**src/rtl/bcd_down_counter_if.sv**
```systemverilog
// Control/data bundle for the two-digit BCD down counter.
// The bench drives through master; the counter attaches to slave.
interface bcd_down_counter_if;
  logic       en;
  logic       load;
  logic [7:0] d_in;
  logic [7:0] Q_out;
  logic       zero;
  logic       borrow;
  logic       load_err;

  modport master (
    output en, load, d_in,
    input  Q_out, zero, borrow, load_err
  );

  modport slave (
    input  en, load, d_in,
    output Q_out, zero, borrow, load_err
  );
endinterface

```
**src/rtl/bcd_down_counter.sv**
```systemverilog
// Two-digit BCD down counter with parallel load, load validation and a wrap/borrow pulse.
// Edge priority: reset > load > en > hold.
module bcd_down_counter #(
  parameter bit STOP_AT_ZERO = 1'b0
) (
  input  logic                      clk,
  input  logic                      rst_asyn,
  bcd_down_counter_if.slave         bus
);

  logic [7:0] cnt_q,      cnt_d;
  logic       borrow_q,   borrow_d;
  logic       load_err_q, load_err_d;
  logic       load_ok;

  assign load_ok = (bus.d_in[7:4] <= 4'd9) && (bus.d_in[3:0] <= 4'd9);

  always_comb begin
    cnt_d      = cnt_q;
    borrow_d   = 1'b0;
    load_err_d = 1'b0;
    if (bus.load) begin
      // A rejected load still claims the cycle, so en is ignored either way.
      if (load_ok) cnt_d      = bus.d_in;
      else         load_err_d = 1'b1;
    end else if (bus.en) begin
      if (cnt_q[3:0] != 4'd0) begin
        cnt_d[3:0] = cnt_q[3:0] - 4'd1;
      end else if (cnt_q[7:4] != 4'd0) begin
        cnt_d = {cnt_q[7:4] - 4'd1, 4'd9};
      end else if (!STOP_AT_ZERO) begin
        cnt_d    = 8'h99;
        borrow_d = 1'b1;
      end
    end
  end

  always_ff @(posedge clk) begin
    if (rst_asyn) begin
      cnt_q      <= 8'h99;
      borrow_q   <= 1'b0;
      load_err_q <= 1'b0;
    end else begin
      cnt_q      <= cnt_d;
      borrow_q   <= borrow_d;
      load_err_q <= load_err_d;
    end
  end

  assign bus.Q_out    = cnt_q;
  assign bus.zero     = (cnt_q == 8'h00);
  assign bus.borrow   = borrow_q;
  assign bus.load_err = load_err_q;

endmodule

```
**src/flat_wrapper.sv**
```systemverilog
// flat-port wrapper written by rule: the top's interface ports become plain ports
module bcd_down_counter_flat 
#(
  parameter bit STOP_AT_ZERO = 1'b0
)
  (clk, rst_asyn, bus_en, bus_load, bus_d_in, bus_Q_out, bus_zero, bus_borrow, bus_load_err);
  bcd_down_counter_if bus_i ();
  input  logic clk;
  input  logic rst_asyn;
  input wire logic [$bits(bus_i.en)-1:0] bus_en;
  input wire logic [$bits(bus_i.load)-1:0] bus_load;
  input wire logic [$bits(bus_i.d_in)-1:0] bus_d_in;
  output wire logic [$bits(bus_i.Q_out)-1:0] bus_Q_out;
  output wire logic [$bits(bus_i.zero)-1:0] bus_zero;
  output wire logic [$bits(bus_i.borrow)-1:0] bus_borrow;
  output wire logic [$bits(bus_i.load_err)-1:0] bus_load_err;
  assign bus_i.en = bus_en;
  assign bus_i.load = bus_load;
  assign bus_i.d_in = bus_d_in;
  assign bus_Q_out = bus_i.Q_out;
  assign bus_zero = bus_i.zero;
  assign bus_borrow = bus_i.borrow;
  assign bus_load_err = bus_i.load_err;
  bcd_down_counter #(.STOP_AT_ZERO(STOP_AT_ZERO)) u_core (.clk(clk), .rst_asyn(rst_asyn), .bus(bus_i));
endmodule
```
**config.mk**
```make
export PLATFORM = sky130hd
export DESIGN_NAME = bcd_down_counter_flat
export DESIGN_NICKNAME = d
export VERILOG_FILES = /design/src/rtl/bcd_down_counter_if.sv /design/src/rtl/bcd_down_counter.sv /design/src/flat_wrapper.sv
export SDC_FILE = /design/constraint.sdc
export NUM_CORES = 1
export LEC_CHECK = 0
export CORE_AREA = 5 5 46 48
export CTS_BUF_LIST = sky130_fd_sc_hd__clkbuf_4 sky130_fd_sc_hd__clkbuf_8 sky130_fd_sc_hd__clkbuf_16
export DETAILED_ROUTE_END_ITERATION = 7
export DIE_AREA = 0 0 51 53
export GPL_TIMING_DRIVEN = 0
export PLACE_DENSITY_LB_ADDON = 0.1
export SYNTH_ARGS = -nofsm -noshare
export SYNTH_HDL_FRONTEND = slang
export SYNTH_SLANG_ARGS = --single-unit
export TNS_END_PERCENT = 1
```
**constraint.sdc**
```tcl
create_clock -name clk -period 2.4 [get_ports clk]
set_clock_uncertainty 0.15 [all_clocks]
set_input_delay 0.48 -clock clk [delete_from_list [all_inputs] [get_ports clk]]
set_output_delay 0.48 -clock clk [all_outputs]
set_load 0.03 [all_outputs]
```
==> metrics.md, run 1 <==
| Metric | Value |
|---|---|
| Status | finished, final reports clean |
| Synth-to-Final Area Change | 48.89% |
| Register-to-Register Setup Slack | 820 ps |
| Nets@finish | 110 |
| RSZ-0062 raised after global routing | false |
| Multi-input gate area in the final layout | 354.1 um2 |
| Worst-Margin Slew | 451.4 ps |
| Final Max Tran Viols | 0 |
| Num CTS Buffers | 3 |
| CP top delay family | simple AND/OR/NAND/NOR gates |
| Hold_buf cts | 0 |
| Fin crit period | 2329 ps |
| Post-synth EDFFs | 0 |
| Synth Register Bits | 10 |
| Crit-path max cell delay | 420 ps |
| Initial antenna violation count | 0 |
| DP HPWL | 1.139 mm |
| Setup WS post-layout | 71.42 ps |
| Hold path depth | 2 |
| Asr flop ratio synth | 0% |
| Synth Net Count | 83 |
| GR peak layer | met2 |
| CTS tree | done |
| Post-CTS sizing | 1 |
| Largest net degree at the start of global routing | 11 |
| Mapped Avg Cell Area | 7.965 um2 |
| H-tree depth | 1 |
| Buffers on Ports | 22 |
| Die Ht | 53 um |
| Initial Utilization | 33.86% |
| Vias | 628 |
| Worst-path clk slew | 70 ps |
| DR iter-0 viols | 13 |
| Slowest library cell on the worst path | nor4_2 |
| Register area | 200.2 um2 |
| Worst reg2reg path endpoint | u_core.bus.Q_out[4] |
| MaxCap Viol Count | 0 |
| Kind of critical path | reg -> out |
| Power Dens Cells | 550.4 nW/um2 |
| Most frequent cells in the layout | clkdlybuf4s50_1 (21), dfxtp_1 (10), nor2_1 (8) |
| Vias/cell | 5.509 |
| Count of different cell masters after synthesis | 30 |
| Fmax | 429.4 MHz |
| TritonCTS Sinks | 10 |
| Area share of the largest cell type after synthesis | 35.40% |
| Routed WL per cell | 13.81 um |
| Fin cells | 114 |
| Largest area contributor in the netlist | dfxtp_1 |
| Hold Fails Final Rpt | 0 |
| Post-synthesis sequential area ratio | 35.40% |
| Die extent in x | 51 um |
| Die area | 2703 um2 |
| Hold endpoint | u_core.bus.Q_out[2] |
| Routability congestion estimate from global placement | 0.8463 |
| Commonest non-fill, non-tap cell in the layout | clkdlybuf4s50_1 |
| First-pass GRT wire length | 2.456 mm |
| Final setup fails | 0 |
| Met1 Usage GRT | 15.88% |
| Gate Count Post-Synth | 71 |
| Layout cells sized above 1 | 10.31% |
| Final setup TNS | 0 ps |
| Total wire length | 1.574 mm |
| Rel. slew slack | 69.90% |
| CP Cell Sequence | nor4_2 > and3_1 > dlygate4sd2_1 |
| Core area | 1670 um2 |
| Root Driver | clkbuf_4 |
| Crit. End Element | primary output |
| DRC | 0 |
| Synth Cell Area | 565.5 um2 |
| Critical path peak fanout | 8 |
| Diode count | 0 |
| Filler cells | 162 |
| Final ANT Viol Nets | 0 |
| CTS Buffer Depth | 2 |
| Final global-route overflow total | 0 |
| Arr. time, crit path | 1700 ps |
| DR pass1 iterations | 4 |
| Hold path startpoint | u_core.bus.Q_out[2] |
| Synth area leaders | dfxtp_1 (35%), nor2_1 (5.3%), nand2_1 (4.6%), nand3_1 (4.4%), a21oi_1 (3.5%) |
| Worst endpoint required time | 1770 ps |
| Setup WS pre-CTS | 107.4 ps |
| Placed cell count | 110 |
| Main synth FF type | dfxtp_1 |
| Final period util | 97.02% |
| Vias in the first global route | 540 |
| Startpoint Class | flop |
| CP Buf/Inv Count | 1 |
| Row count | 15 |
| Synth warnings | 0 |
| VDD IR max | 309.8 uV |
| HP Class | reg -> reg |
| Lkg Pwr | 0.3142 nW |
| Worst reg-to-reg path cell count | 4 |
| Post-CTS setup buffer count | 0 |
| Clock Latency Late Sink | 270 ps |
| Overall Global Routing Usage | 12.51% |
| Met2 GRT Util | 18.88% |
| Io pins | 23 |
| GR Util met3 | 6.197% |
| RR Startpoint | u_core.bus.Q_out[0] |
==> through the flow <==
stage	util (%)	hold slack, ps	area, um2	power, W
after floorplan	-	451.7	565.5	0.0002603
final	50.41	373.4	842.1	0.0004634
after global placement	48.31	362.6	807.0	0.0003144
after CTS	50.41	371.2	842.1	0.0004677
after global routing	50.41	430.2	842.1	0.0004894
after detailed placement	48.31	362.3	807.0	0.0003139
==> synth_stat cells (2+ instances only) <==
cell type and instances:
o21ai_0 3, inv_1 2, nand3_1 5, o221ai_1 2, nor2_1 8, dfxtp_1 10, a31oi_1 2, a211o_1 2
nand2_1 7, nor2b_1 2, a21oi_1 4, and3_2 2, o21ai_1 3, nor3_1 3
==> tightest hold or removal path, cell delays in order, from the launching register on <==
cell and delay, ps:
dfxtp_1 350, nand2_1 70, a21oi_1 50
==> where the power goes <==
group          internal, W  switching, W
registers         0.000177     0.0000170
logic            0.0000569     0.0000597
clock network    0.0000922     0.0000607
total             0.000326      0.000137
==> state kept, by name, indices dropped and copies added, names as in the netlist <==
name	flops
u_core.bus.Q_out	8
u_core.bus.borrow	1
u_core.bus.load_err	1
==> cell type report <==
class                   instances  share of cell area (%)
flip-flops and latches         10                   23.77
well taps                      17                   2.526
inverters                       2                  0.8915
clock buffers                   4                   4.309
repair buffers                 22                   26.00
multi-input cells              58                   42.05
plain buffers                   1                  0.4458
==> worst max path at each step <==
stage	startpoint	endpoint	slack, ps	cells past startpoint
3_3_place_gp	u_core.bus.Q_out[0]	bus_zero	110	3
5_1_grt	u_core.bus.Q_out[0]	bus_zero	30	3
6_report	u_core.bus.Q_out[0]	bus_zero	70	3
2_1_floorplan	u_core.bus.Q_out[0]	bus_zero	570	2
4_1_cts	u_core.bus.Q_out[0]	bus_zero	70	3
3_5_place_dp	u_core.bus.Q_out[0]	bus_zero	110	3
==> per-layer routing <==
metal	vias up	routed length, um	part of all wire (%)
met2	25	702	45
met1	276	732	47
met3	2	125	7.9
met4	0	13	0.83
li1	325	-	-
met5	-	0	0
==> logic make-up after synthesis <==
| group | synth area share, % |
|---|---|
| flops | 35.40 |
| compound gates | 29.87 |
| buf+inv | 1.991 |
| simple gates | 32.74 |
No activity file was read; power rests on OpenSTA's default activity.
==> run 2, diff against run 1 <==
- CORE_AREA: 5 5 46 48 -> 2 2 43 45
- DIE_AREA: 0 0 51 53 -> 0 0 45 47
==> run 2 against run 1 <==
  * Via count unchanged
  * Sequential cell count unchanged
  * Routed wire length decreased by 9.0%
  * Critical path type unchanged
  * Largest cell class unchanged
==> metrics.md, run 2 (synthesis gave the netlist of run 1 again) <==
| Metric | Value |
|---|---|
| Crit-path max cell delay | 390 ps (-30 ps) |
| RR Startpoint | u_core.bus.Q_out[0] |
| Overall Global Routing Usage | 15.99% (+3.5 points) |
| Root Driver | clkbuf_4 |
| Hold Fails Final Rpt | 0 (unchanged) |
| DP HPWL | 1.083 mm (-4.9%) |
| Die extent in x | 45 um (-12%) |
| Routability congestion estimate from global placement | 0.8254 (-2.5%) |
| Vias | 628 (unchanged) |
| Diode count | 0 (unchanged) |
| Vias in the first global route | 551 (+2.0%) |
| Fin crit period | 2262 ps (-66.54 ps) |
| Critical path peak fanout | 8 (unchanged) |
| GR Util met3 | 8.077% (+1.9 points) |
| Largest register FFs | 8 (unchanged) |
| Filler cells | 154 (-4.9%) |
| Buffers on Ports | 22 (unchanged) |
| Initial antenna violation count | 0 (unchanged) |
| Post-CTS sizing | 2 (+1) |
| CTS tree | done |
| Status | finished, final reports clean |
| GR peak layer | met2 |
| Switching share of power | 29.63% (-0.032 points) |
| Worst-path clk slew | 60 ps (about the same) |
| Vias/cell | 5.509 (unchanged) |
| Largest net degree at the start of global routing | 11 (unchanged) |
| Setup WS pre-CTS | 71.37 ps (-36.02 ps) |
| Die Ht | 47 um (-11%) |
| Post-CTS setup buffer count | 0 (unchanged) |
| Register share of total power | 42.0% (+0.2 points) |
| Final ANT Viol Nets | 0 (unchanged) |
| CP top delay family | simple AND/OR/NAND/NOR gates |
| Met2 GRT Util | 24.00% (+5.1 points) |
| Initial Utilization | 34.24% (+0.38 points) |
| Hold_buf cts | 0 (unchanged) |
| First-pass GRT wire length | 2.380 mm (-3.1%) |
| Power Dens Cells | 545.4 nW/um2 (-0.89%) |
| Minimum hold slack | 377.6 ps (+4.185 ps) |
| CP Buf/Inv Count | 1 (unchanged) |
| DR pass1 iterations | 4 (unchanged) |
| Io pins | 23 (unchanged) |
| HP Class | reg -> reg |
| Lkg Pwr | 0.3147 nW (+0.16%) |
| Num CTS Buffers | 3 (unchanged) |
| VDD IR max | 431.7 uV (+39%) |
| Final period util | 94.25% (-2.8 points) |
| Worst reg2reg path endpoint | u_core.bus.Q_out[4] |
| Final setup fails | 0 (unchanged) |
| MaxCap Viol Count | 0 (unchanged) |
| DRC | 0 (unchanged) |
| Hold path startpoint | u_core.bus.Q_out[6] |
| Clk pwr share | 32.8% (-0.2 points) |
| Met1 Usage GRT | 19.95% (+4.1 points) |
| CTS Buffer Depth | 2 (unchanged) |
| CP Cell Sequence | nor4_4 > and3_1 > dlygate4sd2_1 |
| Kind of critical path | reg -> out |
| Worst reg-to-reg path cell count | 4 (unchanged) |
| Fin util | 51.52% (+1.1 points) |
| Nets@finish | 110 (unchanged) |
| Arr. time, crit path | 1630 ps (-70 ps) |
| DR iter-0 viols | 18 (+5) |
| Synth-to-Final Area Change | 50.44% |
| Final Max Tran Viols | 0 (unchanged) |
| Hold path depth | 2 (unchanged) |
| RSZ-0062 raised after global routing | false |
| Fmax | 442.1 MHz (+2.9%) |
| Slowest library cell on the worst path | dfxtp_1 |
| Routed WL per cell | 12.56 um (-9.0%) |
| Row count | 15 (unchanged) |
| TritonCTS Sinks | 10 (unchanged) |
| Register-to-Register Setup Slack | 870 ps (+50 ps) |
| Commonest non-fill, non-tap cell in the layout | clkdlybuf4s50_1 |
| Hold endpoint | u_core.bus.Q_out[6] |
| Worst endpoint required time | 1770 ps (about the same) |
| Worst-Margin Slew | 465.3 ps (+13.89 ps) |
| Psw | 0.0001375 W (about the same) |
| Die area | 2115 um2 (-22%) |
| Crit. End Element | primary output |
| Setup WS post-layout | 138.0 ps (+66.54 ps) |
| Internal power | 0.0003265 W (+0.18%) |
| Most frequent cells in the layout | clkdlybuf4s50_1 (21), dfxtp_1 (10), nor2_1 (8) |
| Comb power frac | 25.2% (about the same) |
| Clock Latency Late Sink | 270 ps (about the same) |
| Startpoint Class | flop |
| Final setup TNS | 0 ps (unchanged) |
| Total wire length | 1.432 mm (-9.0%) |
| Core area | 1652 um2 (-1.1%) |
| Rel. slew slack | 68.98% (-0.93 points) |
| Final global-route overflow total | 0 (unchanged) |
| Placed cell count | 110 (unchanged) |
| H-tree depth | 1 (unchanged) |
| Layout cells sized above 1 | 10.31% (unchanged) |
| Fin cells | 114 (unchanged) |
[run 2: cell counts in the layout (fill, tap and decap cells not counted)]
No cell type changed its count.
[run 2: area by class of cell]
cell class,count,area [um2],area share [%]
inverter,2,7.507,0.8824
multi-input combinational,58,362.8,42.65
timing repair buffer,22,219.0,25.74
clock buffer,4,36.28,4.265
sequential,10,200.2,23.53
tap,17,21.27,2.500
buffer,1,3.754,0.4412
[run 2: worst register-to-register path, delay by kind of cell (launching register included)]
family	cells	cell delay [ps]
simple gates	3	620
flops	1	490
compound gates	1	170
[run 2: worst max path at each step]
stage,depth (start not counted),endpoint,startpoint
final,3,bus_zero,u_core.bus.Q_out[0]
after global routing,3,bus_zero,u_core.bus.Q_out[0]
after CTS,3,bus_zero,u_core.bus.Q_out[0]
after detailed placement,3,bus_zero,u_core.bus.Q_out[0]
after global placement,3,bus_zero,u_core.bus.Q_out[0]
after floorplan,2,bus_zero,u_core.bus.Q_out[0]
[run 2: power groups by stage]
stage	sequential (W)	clock, W	combinational, W
after floorplan	0.000215	0	0.0000452
after global placement	0.000196	0	0.000117
after detailed placement	0.000197	0	0.000116
after CTS	0.000195	0.000159	0.000117
after global routing	0.000198	0.000167	0.000128
final	0.000195	0.000152	0.000117
[run 2: through the flow]
step / total power (W) / instance area, um2
6_report: 0.0004641 / 850.8
5_1_grt: 0.0004924 / 850.8
4_1_cts: 0.0004710 / 850.8
3_5_place_dp: 0.0003131 / 807.0
3_3_place_gp: 0.0003131 / 807.0
2_1_floorplan: 0.0002603 / 565.5
[run 2: per-layer routing]
| layer | routed length (um) | part of all wire [%] |
|---|---|---|
| met1 | 632 | 44 |
| met2 | 660 | 46 |
| met3 | 126 | 8.8 |
| met4 | 12 | 0.84 |
| met5 | 0 | 0 |
